==> config.mk <==
export PLATFORM = sky130hd
export DESIGN_NAME = tone_generator_flat
export DESIGN_NICKNAME = d
export VERILOG_FILES = /design/src/rtl/tone_if.sv /design/src/rtl/tone_generator.sv /design/src/flat_wrapper.sv
export SDC_FILE = /design/constraint.sdc
export NUM_CORES = 1
export LEC_CHECK = 0
export BUFFER_PORTS_ARGS = -buffer_cell sky130_fd_sc_hd__buf_2
export CORE_UTILIZATION = 55
export CTS_CLUSTER_SIZE = 12
export DETAILED_ROUTE_END_ITERATION = 12
export PLACE_DENSITY = 0.74
export SLEW_MARGIN = 20
export SYNTH_ARGS = -nofsm -noshare
export SYNTH_HDL_FRONTEND = slang
export SYNTH_SLANG_ARGS = --single-unit
==> constraint.sdc <==
create_clock -name clk -period 9.1 [get_ports clk]
set_clock_uncertainty 0.15 [all_clocks]
set_input_delay 2.73 -clock clk [delete_from_list [all_inputs] [get_ports clk]]
set_output_delay 2.73 -clock clk [all_outputs]
set_load 0.1 [all_outputs]
==> src/rtl/tone_if.sv <==
// Note bus from the input driver to the tone generator.
// Carries divider (clocks per phase step), mode (wave shape), strobe (key held).
interface tone_if #(
  parameter int DIV_W = 18
);
  logic [DIV_W-1:0] divider;
  logic [1:0]       mode;
  logic             strobe;

  modport master (
    output divider,
    output mode,
    output strobe
  );

  modport slave (
    input divider,
    input mode,
    input strobe
  );
endinterface

==> src/rtl/tone_generator.sv <==
// Tone generator: divider-paced 8-bit phase, four wave shapes, PWM output.
// Ports: clk, rst (async high), i_note (tone_if.slave),
//   o_sample (8b waveform), o_step (phase advance pulse), o_pwm_out (speaker).
module tone_generator #(
  parameter int PWM_W = 8,
  parameter int DIV_W = 18
) (
  input  logic             clk,
  input  logic             rst,
  tone_if.slave            i_note,
  output logic [PWM_W-1:0] o_sample,
  output logic             o_step,
  output logic             o_pwm_out
);

  logic [DIV_W-1:0] r_div_q;
  logic [1:0]       r_mode_q;
  logic             r_active_q;
  logic [DIV_W-1:0] r_cnt;
  logic [7:0]       r_phase;
  logic [PWM_W-1:0] r_sample;
  logic             r_step;
  logic [PWM_W-1:0] r_pwm_cnt;
  logic [PWM_W-1:0] r_duty;
  logic             r_pwm_out;

  logic [DIV_W-1:0] w_div_m1;
  logic             w_wrap;
  logic [7:0]       w_wave;
  logic [7:0]       w_tri_up;

  assign w_div_m1 = r_div_q - DIV_W'(1);
  // >= so a divider that shrinks mid-count wraps at once
  assign w_wrap   = (r_cnt >= w_div_m1);
  assign w_tri_up = {r_phase[6:0], 1'b0};

  always_comb begin
    w_wave = 8'h00;
    if (r_active_q) begin
      unique case (r_mode_q)
        2'd0: w_wave = r_phase[7] ? 8'h00 : 8'hFF;
        2'd1: w_wave = r_phase;
        2'd2: w_wave = r_phase[7] ? ~w_tri_up : w_tri_up;
        2'd3: w_wave = (r_phase[7:6] == 2'b00) ? 8'hFF : 8'h00;
      endcase
    end
  end

  always_ff @(posedge clk or posedge rst) begin
    if (rst) begin
      r_div_q    <= '0;
      r_mode_q   <= '0;
      r_active_q <= 1'b0;
    end else begin
      r_div_q    <= i_note.divider;
      r_mode_q   <= i_note.mode;
      r_active_q <= i_note.strobe && (i_note.divider != '0);
    end
  end

  always_ff @(posedge clk or posedge rst) begin
    if (rst) begin
      r_cnt   <= '0;
      r_phase <= '0;
      r_step  <= 1'b0;
    end else if (!r_active_q) begin
      r_cnt   <= '0;
      r_phase <= '0;
      r_step  <= 1'b0;
    end else if (w_wrap) begin
      r_cnt   <= '0;
      r_phase <= r_phase + 8'd1;
      r_step  <= 1'b1;
    end else begin
      r_cnt   <= r_cnt + DIV_W'(1);
      r_step  <= 1'b0;
    end
  end

  always_ff @(posedge clk or posedge rst) begin
    if (rst) begin
      r_sample <= '0;
    end else begin
      r_sample <= PWM_W'(w_wave);
    end
  end

  // duty is reloaded only at the wrap so a period never glitches
  always_ff @(posedge clk or posedge rst) begin
    if (rst) begin
      r_pwm_cnt <= '0;
      r_duty    <= '0;
      r_pwm_out <= 1'b0;
    end else begin
      r_pwm_cnt <= r_pwm_cnt + PWM_W'(1);
      if (r_pwm_cnt == '1) begin
        r_duty <= r_sample;
      end
      r_pwm_out <= (r_pwm_cnt < r_duty);
    end
  end

  assign o_sample  = r_sample;
  assign o_step    = r_step;
  assign o_pwm_out = r_pwm_out;

endmodule

==> src/flat_wrapper.sv <==
// flat-port wrapper written by rule: the top's interface ports become plain ports
module tone_generator_flat 
#(
  parameter int PWM_W = 8,
  parameter int DIV_W = 18
)
  (clk, rst, o_sample, o_step, o_pwm_out, i_note_divider, i_note_mode, i_note_strobe);
  tone_if #(.DIV_W(DIV_W)) i_note_i ();
  input  logic clk;
  input  logic rst;
  output logic [PWM_W-1:0] o_sample;
  output logic o_step;
  output logic o_pwm_out;
  input wire logic [$bits(i_note_i.divider)-1:0] i_note_divider;
  input wire logic [$bits(i_note_i.mode)-1:0] i_note_mode;
  input wire logic [$bits(i_note_i.strobe)-1:0] i_note_strobe;
  assign i_note_i.divider = i_note_divider;
  assign i_note_i.mode = i_note_mode;
  assign i_note_i.strobe = i_note_strobe;
  tone_generator #(.PWM_W(PWM_W), .DIV_W(DIV_W)) u_core (.clk(clk), .rst(rst), .i_note(i_note_i), .o_sample(o_sample), .o_step(o_step), .o_pwm_out(o_pwm_out));
endmodule
# Word-level counts from Yosys, hierarchy flattened
# Index checks and enable logic that the tools add are counted.
[word_totals]
ram_bits = 0
latch_bits = 0
ff_bits = 73
inputBits = 23
output_inout_bits = 10
n_memories = 0
wordCells = 37
romBits = 0
[op_classes]
mul = 0
addsub = 4
n_mux = 11
n_bitwise = 1
div_mod_pow = 0
n_reduce_logical = 4
n_eq_ne = 5
n_lt_le_gt_ge = 2
n_shift = 0
[ops]
columns = ["cell", "count"]
rows = [
  ["2-to-1 mux 8 bit", 6],
  ["2-to-1 mux 18 bit", 2],
  ["case mux 8 bit (4 select lines)", 1],
  ["adder 18 x 1 -> 18 bit, second input constant", 1],
  [">= comparator 18 bit", 1],
  ["nonzero test 18 bit", 1],
  ["subtractor 18 x 1 -> 18 bit, second input constant", 1],
  ["adder 8 x 1 -> 8 bit, second input constant", 2],
  ["equality test 8 bit, second input constant", 1],
  ["less-than comparator 8 bit", 1],
  ["NOT 8 bit", 1],
  ["equality test 2 bit, second input constant", 2],
  ["logical NOT 2 bit", 2],
  ["equality test 2 x 1 -> 1 bit, second input constant", 1],
  ["2-to-1 mux 1 bit", 2],
  ["!= test 2 bit, second input constant", 1],
  ["logical AND 1 bit", 1],
]

# Depth between registers and ports, before layout
[logic_depth]
ltp_word = 4
mapped_depth = 14
depth_no_buf = 13

# Worst setup path after synthesis
# OpenSTA, ideal clock, no wires.
[synth_path]
path_type = "input to register"
start = "in i_note_divider[1]"
end = "reg u_core.r_active_q"
slack_ps = 5230
path_buffers = 0
required_time_ps = 8821
path_stages = 2
t_arrival_ps = 3590
setup_ps = 129
cell_sequence = "or4_1 -> o41a_1"
[synth_between]
elab_chain_cells = 2
[synth_rtl]
columns = ["item", "line_no", "source"]
rows = [
  ["from (decl)", "flat_wrapper.sv:14", "input wire logic [$bits(i_note_i.divider)-1:0] i_note_divider;"],
  ["nonzero test 18 bit", "tone_generator.sv:57", "r_active_q <= i_note.strobe && (i_note.divider != '0);"],
  ["logical AND 1 bit", "tone_generator.sv:57", ""],
  ["to (signal assigned)", "tone_generator.sv:57", ""],
  ["to (decl)", "tone_generator.sv:18", "logic r_active_q;"],
]
# No other way between the ends.
# A chain may end at the register's enable or synchronous reset.

# Worst setup path in the final report
[layout_path]
start = "reg u_core.r_sample[6], in the netlist u_core.o_sample[6]"
end = "out o_sample[6]"
[layout_lines]
columns = ["item", "line_no", "source"]
rows = [
  ["from (decl)", "tone_generator.sv:21", "logic [PWM_W-1:0] r_sample;"],
  ["from (signal assigned)", "tone_generator.sv:84", "r_sample <= PWM_W'(w_wave);"],
  ["to (decl)", "flat_wrapper.sv:11", "output logic [PWM_W-1:0] o_sample;"],
]
# No word-level cell between the ends.

==> results.toml <==
[status]
status = "completed"

[global_routing]
grt_start_max_net_pins = 74
grt_busiest_layer = "met2"
use_met3_pct = 4.33
grt_pass1_vias = 2596
overflow = 0
antenna_found_initial = 0
grtUsageTotal_pct = 20.5
grt_pass1_wl_um = 11700
grt_util_met2_pct = 33.1
grt_use_met1_pct = 27.9

[pwr]
p_leak_nw = 1.98
p_total_mw = 0.650
powerDensity_mw_per_mm2 = 152
ir_drop_v = 0.000144

[final_layout]
num_antenna_cells = 0
areaGrowthSynthToFinish_pct = 10.9
nFillCells = 533
fin_nets = 465
final_common_cell = "dfrtp_1"
drive_gt1_share_pct = 13.7
final_core_util_pct = 63.1
most-common-layout-cells = "dfrtp_1 (73), nor2_1 (38), nand2_1 (37)"
final_cell_area_mm2 = 0.00426

[yosys]
synth_warnings = 0
synthesis.area_mm2 = 0.00384
ys.flop_type = "dfrtp_1"
avgSynthCellArea_um2 = 10.1
syn_nets = 432
ys_seq_area_share_pct = 47.6
syn_inst = 379
synth_seq_cells = 73
synth_cell_types = 40
async_flop_share_pct = 100
synth-edff-count = 0

[route]
first_pass_iters = 7
wl_um = 6540
wl_per_cell_um = 13.2
via_count = 2692
vias_per_cell = 5.43
drtIter0Drc = 155
drc = 0
ant_nets = 0

[flow_run]
cap_violations = 0

[timing]
worst_slew_pin_slew_ns = 0.871
fin_crit_sh_pct = 44.2
hold_viol_final = 0
setup_viol = 0
slew_viol_final = 0
period_minus_slack_ns = 4.02
rsz0062_at_grt = "false"
maxSlewHeadroom_pct = 41.9
setup_tns_ns = 0
fin_ws_ns = 5.08
max_freq_mhz = 248

[setup_path]
critical_path.endpoint_type = "output port"
reg2reg_from = "u_core.r_div_q[3]$_DFF_PP0_"
critPathTopFamily = "buffers and inverters"
crit_arrival_ns = 1.14
critical_path_required_ns = 6.22
crit_chain = "buf_2"
crit_path_start = "u_core.o_sample[6]$_DFF_PP0_"
cp-start-kind = "register"
path_max_fanout = 2
max_stage_delay_ns = 0.43
path_class = "register to output port"
slowest_stage = "buf_2"
crit_buf_inv = 1

[die]
coreArea_mm2 = 0.00676
rows = 30
die-height_um = 85.6
start_util_pct = 56.9
ioPinCount = 33
dieWidth_um = 85.6
die_area_mm2 = 0.00732

[cts]
clk_pin_slew_worst_paths_ns = 0.07
post-cts-setup-buffers = 0
clockBufferDepth = 2
cts_resized = 0
cts_buffers = 9
root_buffer = "clkbuf_8"
clock_sinks = 73
worstSkewPairLatency_ns = 0.34
cts_tree = "built"
htree_num_levels = 3
cts.hold.buffers_added = 0

[placed_design]
dp_hpwl_um = 4720
place_area_mm2 = 0.00407
port_buffers = 32
routabilityCongestion = 0.808
dp_slack_ns = 5.09

[min_path]
hp-class = "register to register"
min_from = "u_core.o_sample[1]$_DFF_PP0_"
## layout make-up
type	count	area (um^2)	area share (%)
Tap cell	80	100	2.35
Sequential cell	73	1830	42.9
Clock buffer	10	138	3.23
Timing Repair Buffer	33	168	3.93
Multi-Input combinational cell	277	1910	44.7
Inverter	18	67.6	1.59
Clock inverter	5	56.3	1.32
## path summary, 6_finish.rpt
check / to / slack [ns] / cells past startpoint
min reg2reg: u_core.r_duty[1]$_DFFE_PP0N_ / 0.34 / 2
min in group asynchronous: u_core.r_pwm_cnt[4]$_DFF_PP0_ / 2.50 / 3
max in group asynchronous: u_core.r_div_q[9]$_DFF_PP0_ / 5.73 / 3
max reg2reg: u_core.r_cnt[14]$_DFF_PP0_ / 5.38 / 12
min: u_core.r_duty[1]$_DFFE_PP0N_ / 0.34 / 2
max: o_sample[6] / 5.08 / 1
## sequential cells by signal (all words and copies together), names as in the netlist
signal and flops:
u_core.o_sample 8, u_core.r_div_q 18, u_core.r_active_q 1, u_core.r_cnt 18, u_core.o_pwm_out 1, u_core.r_pwm_cnt 8, u_core.r_mode_q 2, u_core.o_step 1
u_core.r_phase 8, u_core.r_duty 8
## cells by family (layout without fill, tap and decap cells)
kind of cell               after synthesis  after routing  synth area share (%)
adders and majority gates               30             30                  9.77
buffers and inverters                   29             66                  2.83
and+or+nand+nor                        144            144                  18.9
muxes                                   10             10                  2.64
xor gates and xnor gates                45             45                  10.3
DFF                                     73             73                  47.6
AOI/OAI and AO/OA                       48             48                  8.08
## metal layers
metal / share of wire, % / routed length (um)
met1: 48 / 3130
met2: 48 / 3140
met3: 3.0 / 193
met4: 1.1 / 75
met5: 0 / 0
## per-stage QoR
stage	instances	hold slack, ns
2_1_floorplan	379	0.313
3_3_place_gp	481	0.319
3_5_place_dp	481	0.322
4_1_cts	496	0.346
5_1_grt	496	0.358
6_report	496	0.344
## cell usage after synthesis (2+ instances only)
| cell | count | area (um^2) |
|---|---|---|
| nor3_1 | 12 | 60.1 |
| xnor2_1 | 25 | 219 |
| xor2_1 | 20 | 175 |
| and2_1 | 5 | 31.3 |
| and3_1 | 5 | 31.3 |
| nor4_1 | 3 | 18.8 |
| o211a_1 | 7 | 70.1 |
| a211oi_1 | 2 | 15.0 |
| dfrtp_1 | 73 | 1830 |
| nand4_1 | 8 | 50.1 |
| or4_1 | 2 | 15.0 |
| or4_4 | 2 | 22.5 |
| and4_1 | 2 | 17.5 |
| nand2_1 | 37 | 139 |
| nor2_1 | 38 | 143 |
| nand2b_1 | 6 | 37.5 |
| mux2i_1 | 9 | 90.1 |
| clkbuf_1 | 10 | 37.5 |
| o21ai_0 | 16 | 80.1 |
| ha_1 | 30 | 375 |
| a21oi_1 | 15 | 75.1 |
| inv_1 | 18 | 67.6 |
| nand3_1 | 17 | 85.1 |
## power breakdown
part	leakage, nW	internal, mW	switching, mW
logic	0.938	0.0182	0.0404
registers	0.945	0.332	0.0108
clock network	0.0981	0.132	0.116
Power figures use the tool's default switching activity.
